File: config.mk
export PLATFORM = sky130hd
export DESIGN_NAME = zbb_bit_counter
export DESIGN_NICKNAME = d
export VERILOG_FILES = /design/src/rtl/zbb_bit_counter.sv
export SDC_FILE = /design/constraint.sdc
export NUM_CORES = 1
export LEC_CHECK = 0
export ABC_CLOCK_PERIOD_IN_PS = 3100
export CAP_MARGIN = 40
export CORE_MARGIN = 2
export CORE_UTILIZATION = 49
export CTS_CLUSTER_DIAMETER = 150
export CTS_CLUSTER_SIZE = 25
export DETAILED_ROUTE_END_ITERATION = 8
export PLACE_DENSITY_LB_ADDON = 0.15
export SLEW_MARGIN = 0
export SYNTH_ARGS = -nofsm -noshare
export SYNTH_HDL_FRONTEND = slang
export SYNTH_SLANG_ARGS = --single-unit
export TNS_END_PERCENT = 50
File: constraint.sdc
create_clock -name clk -period 3.1 [get_ports clk]
set_clock_uncertainty 0.2 [all_clocks]
set_input_delay 0.62 -clock clk [delete_from_list [all_inputs] [get_ports clk]]
set_output_delay 0.62 -clock clk [all_outputs]
set_load 0.02 [all_outputs]
File: src/rtl/zbb_bit_counter.sv
// Iterative Zbb count unit: CLZ/CTZ/CPOP (and W forms), CHUNK bits per cycle, MSB-first scan.
// Optional CPOP datapath is enabled by defining ZBB_CPOP_EN.
module zbb_bit_counter #(
    parameter int WIDTH = 64,
    parameter int CHUNK = 8
) (
    input  logic             clk,
    input  logic             rst_n,
    input  logic             flush,
    input  logic             start_valid,
    output logic             start_ready,
    input  logic [WIDTH-1:0] operand,
    input  logic [1:0]       count_op,
    input  logic             is_32_bit_mode,
    output logic             result_valid,
    input  logic             result_ready,
    output logic [WIDTH-1:0] result
);
    localparam int HALF    = WIDTH / 2;
    localparam int CNT_W   = $clog2(WIDTH) + 1;
    localparam int NC_FULL = WIDTH / CHUNK;
    localparam int NC_HALF = HALF / CHUNK;
    localparam int IDX_W   = $clog2(NC_FULL) + 1;

    typedef enum logic [1:0] {IDLE, BUSY, DONE} state_t;

    state_t             state_reg, state_next;
    logic [WIDTH-1:0]   scan_reg, scan_next;
    logic [CNT_W-1:0]   cnt_reg, cnt_next;
    logic [IDX_W-1:0]   chunk_idx_reg, chunk_idx_next;
    logic               cpop_reg, cpop_next;
    logic               w_reg, w_next;

    logic [WIDTH-1:0]   operand_rev;
    logic [WIDTH-1:0]   scan_load;
    logic [CHUNK-1:0]   chunk;
    logic [CNT_W-1:0]   chunk_lz;
    logic               last_chunk;
    logic               is_ctz;

    genvar gi;
    generate
        for (gi = 0; gi < WIDTH; gi++) begin : g_rev
            assign operand_rev[gi] = operand[WIDTH-1-gi];
        end
    endgenerate

    // The top half of the full reversal is exactly the reversed low half, which CTZW needs.
    assign is_ctz    = (count_op == 2'b01);
    assign scan_load = is_32_bit_mode
                     ? {(is_ctz ? operand_rev[WIDTH-1 -: HALF] : operand[HALF-1:0]), {HALF{1'b0}}}
                     : (is_ctz ? operand_rev : operand);

    assign chunk      = scan_reg[WIDTH-1 -: CHUNK];
    assign last_chunk = (chunk_idx_reg == (w_reg ? IDX_W'(NC_HALF - 1) : IDX_W'(NC_FULL - 1)));

    // Leading zeros of the current chunk; an all-zero chunk counts as CHUNK.
    always_comb begin
        chunk_lz = CNT_W'(CHUNK);
        for (int i = 0; i < CHUNK; i++) begin
            if (chunk[i]) chunk_lz = CNT_W'(CHUNK - 1 - i);
        end
    end

`ifdef ZBB_CPOP_EN
    logic [CNT_W-1:0] chunk_pop;
    always_comb begin
        chunk_pop = '0;
        for (int i = 0; i < CHUNK; i++) begin
            chunk_pop = chunk_pop + CNT_W'(chunk[i]);
        end
    end
`endif

    always_comb begin
        state_next     = state_reg;
        scan_next      = scan_reg;
        cnt_next       = cnt_reg;
        chunk_idx_next = chunk_idx_reg;
        cpop_next      = cpop_reg;
        w_next         = w_reg;
        case (state_reg)
            IDLE: begin
                if (start_valid && !flush) begin
                    scan_next      = scan_load;
                    cnt_next       = '0;
                    chunk_idx_next = '0;
                    cpop_next      = (count_op == 2'b10);
                    w_next         = is_32_bit_mode;
                    state_next     = BUSY;
                end
            end
            BUSY: begin
                scan_next      = scan_reg << CHUNK;
                chunk_idx_next = chunk_idx_reg + 1'b1;
                if (cpop_reg) begin
`ifdef ZBB_CPOP_EN
                    cnt_next = cnt_reg + chunk_pop;
                    if (last_chunk) state_next = DONE;
`else
                    state_next = DONE;
`endif
                end else begin
                    cnt_next = cnt_reg + chunk_lz;
                    if (chunk != '0 || last_chunk) state_next = DONE;
                end
            end
            DONE: begin
                if (result_ready) state_next = IDLE;
            end
            default: state_next = IDLE;
        endcase
        if (flush) state_next = IDLE;
    end

    always_ff @(posedge clk) begin
        if (!rst_n) begin
            state_reg     <= IDLE;
            scan_reg      <= '0;
            cnt_reg       <= '0;
            chunk_idx_reg <= '0;
            cpop_reg      <= 1'b0;
            w_reg         <= 1'b0;
        end else begin
            state_reg     <= state_next;
            scan_reg      <= scan_next;
            cnt_reg       <= cnt_next;
            chunk_idx_reg <= chunk_idx_next;
            cpop_reg      <= cpop_next;
            w_reg         <= w_next;
        end
    end

    assign start_ready  = (state_reg == IDLE);
    assign result_valid = (state_reg == DONE);
    assign result       = {{(WIDTH - CNT_W){1'b0}}, cnt_reg};

endmodule

# Word level (Yosys, flattened, before mapping)
# Cells that the tools add are included.
[word_totals] register_bits=79 out_inout_bits=66 elab_cells=53
[classes] n_addsub=2 eq_ne=9 n_mux=24 bitwise_logic=1 reduce_logical=11
[op_table] operator="2-to-1 mux 64 bit" n=3
[op_table] operator="one-hot mux 64 bit (2 select lines)" n=1
[op_table] operator="2-to-1 mux 7 bit" n=8
[op_table] operator="2-to-1 mux 32 bit" n=1
[op_table] operator="one-hot mux 7 bit (2 select lines)" n=1
[op_table] operator="2-to-1 mux 4 bit" n=3
[op_table] operator="2-to-1 mux 2 bit" n=4
[op_table] operator="one-hot mux 4 bit (2 select lines)" n=1
[op_table] operator="nonzero test 8 bit" n=1
[op_table] operator="adder 7 bit" n=1
[op_table] operator="one-hot mux 2 bit (3 select lines)" n=1
[op_table] operator="AND reduction 3 bit" n=2
[op_table] operator="adder 4 x 1 -> 4 bit, second input constant" n=1
[op_table] operator="equality test 2 x 1 -> 1 bit, second input constant" n=2
[op_table] operator="equality test 2 bit, second input constant" n=2
[op_table] operator="equality test 4 x 3 -> 1 bit" n=1
[op_table] operator="!= test 2 x 1 -> 1 bit, second input constant" n=2
[op_table] operator="AND reduction 2 bit" n=2
[op_table] operator="2-to-1 mux 3 bit" n=1
[op_table] operator="!= test 3 bit, second input constant" n=1
[op_table] operator="zero test 2 bit" n=1
[op_table] operator="!= test 2 bit, second input constant" n=1
[op_table] operator="nonzero test 2 bit" n=1
[op_table] operator="OR reduction 2 bit" n=1
[op_table] operator="other kinds (4)" n=4

# Logic depth before layout (Yosys ltp)
[logic_depth] depth_word=11 mapped_depth=10 depth_no_buf=10

# Worst setup path after synthesis
# OpenSTA, ideal clock, no wires.
[synth_path] kind="input to register" startpoint="in count_op[1]" endpoint="reg scan_reg[15]" arrival_ns=1.893 setup_slack_ns=0.882 cell_stages=6 cell_sequence="nand2b_1 -> buf_2 -> clkbuf_1 -> mux2_2 -> a222oi_1 -> nor2b_1"
[synth_between] elab_chain_cells=5
[synth_lines] element="start: declaration" line_no="13" text="input logic [1:0] count_op,"
[synth_lines] element="equality test 2 x 1 -> 1 bit" line_no="49" text="assign is_ctz = (count_op == 2'b01);"
[synth_lines] element="2-to-1 mux 64 bit" line_no="52" text=": (is_ctz ? operand_rev : operand);"
[synth_lines] element="2-to-1 mux 64 bit" line_no="51" text="? {(is_ctz ? operand_rev[WIDTH-1 -: HALF] : operand[HALF-1:0]), {HALF{1'b0}}}"
[synth_lines] element="2-to-1 mux 64 bit" line_no="84" text="if (start_valid && !flush) begin"
[synth_lines] element="one-hot mux 64 bit (2 select lines)" line_no="82" text="case (state_reg)"
[synth_lines] element="end signal: assignment" line_no="126" text="scan_reg <= scan_next;"
[synth_lines] element="end: declaration" line_no="28" text="logic [WIDTH-1:0] scan_reg, scan_next;"
# No other way between the ends. The select of a mux whose other input is x is not followed.
# A chain may end at the register's enable or synchronous reset.

# Worst setup path in the final report
[layout_path] startpoint="reg state_reg[1]" endpoint="out result_valid"
[layout_between] elab_chain_cells=1
[layout_lines] element="start: declaration" line_no="27" text="state_t state_reg, state_next;"
[layout_lines] element="start signal: assignment" line_no="125" text="state_reg <= state_next;"
[layout_lines] element="equality test 2 bit" line_no="135" text="assign result_valid = (state_reg == DONE);"
[layout_lines] element="end: declaration" line_no="15" text="output logic result_valid,"
# No other way between the ends.

==> impl_results.md <==
* Crit start category: flop
* Dpl cells at 712
* Floorplan core area at 9730 µm²
* Post-synth EDFFs at 0
* Hold buffers post-CTS at 0
* Final Max Slew Viols at 0
* Area share of and/or/nand/nor cells after synthesis at 0.127
* Wire length on met3 at 623 µm
* Fin crit share at 0.812
* DRT iter0 DRCs at 289
* Largest family of logic cells by synthesized area: compound AO/OA/AOI/OAI gates
* H-tree Lvls at 3
* Hold Vio Cnt, Final at 0
* Vias at 4113
* Met2 Wirelength at 6030 µm
* Post-route ant nets at 0
* Initial antenna violation count at 0
* Crit path capture type: output port
* Die H at 104 µm
* Largest register FFs at 64
* Synthesis-stage register bit count at 79
* Slew @ Worst Pin at 0.854 ns
* Filler cells at 868
* Hpwl dp at 9030 µm
* CTS clk-pin slew, worst paths at 0.08 ns
* Synth-to-layout area growth at 18.4%
* Max-cap violations at 0
* Max_slew headroom at 0.429
* Longest Clk Path Bufs at 2
* Post-synthesis mux area share at 0.141
* Sw Share at 0.286
* GP Congestion at 0.772
* Core Util, Final at 0.596
* TritonCTS buffer count at 9
* Comb pwr share at 0.217
* Top Layer Used: met4
* Hold crit path type: reg2reg
* Post-Layout Cell Count at 728
* Layout Nets at 668
* Post-CTS setup buffers at 0
* Synth Area in XOR/XNOR at 0.00536
* Drt total wl at 12100 µm
* Cell Int Power at 1.78 mW
* CTS sink cnt at 79
* Ys async rst share at 0
* Synth Area in Compound Gates at 0.247
* Initial Utilization at 0.504
* Main flop type after synthesis: dfxtp_1
* P per Cell Area at 430 nW/µm²
* Row cnt at 36
* Metal-1 WL at 5220 µm
* Vias/cell at 5.65
* Pre-antenna DRT Iters at 6
* GRT overflow at 0
* Worst ir drop on vdd at 0.240 mV
* Worst endpoint data arrival time at 1.70 ns
* Tot Pwr at 2.50 mW
* CTS Root Cell: clkbuf_8
* Die area at 10800 µm²
* Status: complete, no violations
* Reg power frac at 0.438
* Post-CTS sizing at 0
* Die W at 104 µm
* Final setup violation count at 0
* DR WL/cell at 16.7 µm
* Largest net degree at the start of global routing at 66
* Unrepaired setup endpoints after global routing: false
* Minimum clock period at 2.52 ns
* Gr usage total at 0.227
* Crit-path cells: nor2b_1 > clkdlybuf4s50_1
* Syn Inst Count at 535
* Standby leakage power at 2.23 nW
* CP Buf/Inv Count at 1
* Crit path max fanout at 9
* Cell area after synthesis at 4900 µm²
* Number of global-route vias before repair at 3861
* Reg2Reg Setup Slack at 0.73 ns
* Register area share after synthesis at 0.323
* P_sw at 0.713 mW
* Port bufs at 80
* Worst path top cell family by delay: buffers and inverters
* Skew-Pair Late Insertion Delay at 0.35 ns
* Slowest-stage cell, CP: clkdlybuf4s50_1
* Drc violations at 0
* Ratio of cells with drive above 1 in the final layout at 0.114
* Final TNS setup at 0 ns
* Achievable Freq at 397 MHz
* CP max stage delay at 0.62 ns
* Num ports at 138
* ANT cells at 0
* CTS tree: yes
* Post-synthesis adder-cell area fraction at 0.0168
* CP required at 2.28 ns
* Avg Cell Area, Syn at 9.16 µm²
* Yosys warnings at 0
* First-pass GRT wire length at 19600 µm
* Kind of critical path: reg2out
* Post-synthesis cell type count at 45
* Clock network power share at 0.345
==> synthesized netlist by cell type, types with 2 or more instances <==
| library cell | n | area [µm²] |
|---|---|---|
| nor3_1 | 3 | 15.0 |
| a222oi_1 | 24 | 240 |
| a21oi_1 | 7 | 35.0 |
| xor2_1 | 2 | 17.5 |
| a211oi_1 | 2 | 15.0 |
| buf_6 | 5 | 56.3 |
| ha_1 | 5 | 62.6 |
| mux2_2 | 32 | 360 |
| buf_2 | 17 | 85.1 |
| nand4_1 | 2 | 12.5 |
| dfxtp_1 | 79 | 1580 |
| inv_1 | 5 | 18.8 |
| buf_4 | 58 | 435 |
| nor2b_1 | 43 | 269 |
| a21boi_1 | 8 | 60.1 |
| nor3b_1 | 3 | 22.5 |
| o21ai_0 | 8 | 40.0 |
| or4_1 | 2 | 15.0 |
| nand3b_1 | 2 | 15.0 |
| a22oi_1 | 40 | 300 |
| nor2_1 | 8 | 30.0 |
| a21boi_0 | 26 | 195 |
| nand2b_1 | 3 | 18.8 |
| buf_1 | 4 | 15.0 |
| clkbuf_1 | 19 | 71.3 |
| and3_1 | 2 | 12.5 |
| o211ai_1 | 30 | 225 |
| nand3_1 | 5 | 25.0 |
| nand2_1 | 40 | 150 |
| mux2i_1 | 33 | 330 |
| a221oi_1 | 3 | 26.3 |
| o21bai_1 | 2 | 15.0 |
==> per-stage QoR <==
stage / hold WS [ns] / setup WS, ns / area (µm²)
global route: 0.311 / 0.486 / 5800
detailed placement: 0.266 / 0.355 / 5570
floorplan: 0.240 / 0.882 / 5110
global placement: 0.260 / 0.442 / 5570
finish: 0.281 / 0.583 / 5800
CTS: 0.277 / 0.565 / 5800
==> cell type report <==
type	instances	area [µm²]	area share
clock buffer	10	138	0.0237
clock inverter	6	93.8	0.0162
inverter	5	18.8	0.00323
tap	133	166	0.0287
multi-input combinational	404	2880	0.497
timing repair buffer	91	923	0.159
sequential	79	1580	0.273
==> worst paths after layout <==
path	endpoint	start	cells past startpoint
worst min register to register	scan_reg[52]	scan_reg[52]	2
worst min-delay path	scan_reg[52]	scan_reg[52]	2
worst max register to register	cnt_reg[5]	scan_reg[57]	9
worst max-delay path	result_valid	state_reg[1]	2
==> cells in the final DEF (no fill, tap or decap), types with 2 or more instances in the layout <==
master / count
o21ai_0: 8
nor2_1: 8
buf_2: 2
bufinv_16: 2
or4_1: 2
and3_1: 2
inv_1: 5
buf_12: 4
mux2_2: 32
a222oi_1: 24
clkinv_4: 3
nor3b_1: 3
buf_4: 7
mux2i_1: 33
nor3_1: 3
ha_1: 5
nand3_1: 5
clkdlybuf4s50_1: 78
xor2_1: 2
a21oi_1: 7
a22oi_1: 40
nand4_1: 2
a21boi_0: 26
nand2b_1: 2
conb_1: 57
a211oi_1: 2
nand2_1: 40
nand3b_1: 2
a221oi_1: 3
clkbuf_8: 10
nor2b_1: 42
dfxtp_1: 79
a21boi_1: 8
o211ai_1: 30
==> tightest hold or removal path: stages, from the launching register on <==
cell and delay (ns):
dfxtp_1 0.32, inv_1 0.05, a221oi_1 0.06
==> cell families (layout without fill, tap and decap cells) <==
logic type	after synthesis	in the layout
other	1	57
flip-flops	79	79
multiplexers	65	65
AND/OR/NAND/NOR	116	116
XOR/XNOR	3	3
buffers and inverters	108	112
adder cells (fa/ha/maj)	6	6
AO/OA/AOI/OAI	157	157
==> power by group through the flow <==
stage | sequential [mW] | clock (mW) | combinational (mW)
2_1_floorplan | 1.11 | 0 | 0.409
6_report | 1.09 | 0.862 | 0.542
4_1_cts | 1.09 | 0.883 | 0.541
3_3_place_gp | 1.12 | 0 | 0.530
5_1_grt | 1.10 | 0.928 | 0.593
3_5_place_dp | 1.12 | 0 | 0.538
==> routing by layer <==
layer,up-vias,global-route usage
met3,18,0.0451
met1,1975,0.284
met2,138,0.388
met5,-,0
li1,1982,-
met4,0,0.0782
Power figures use the tool's default switching activity.
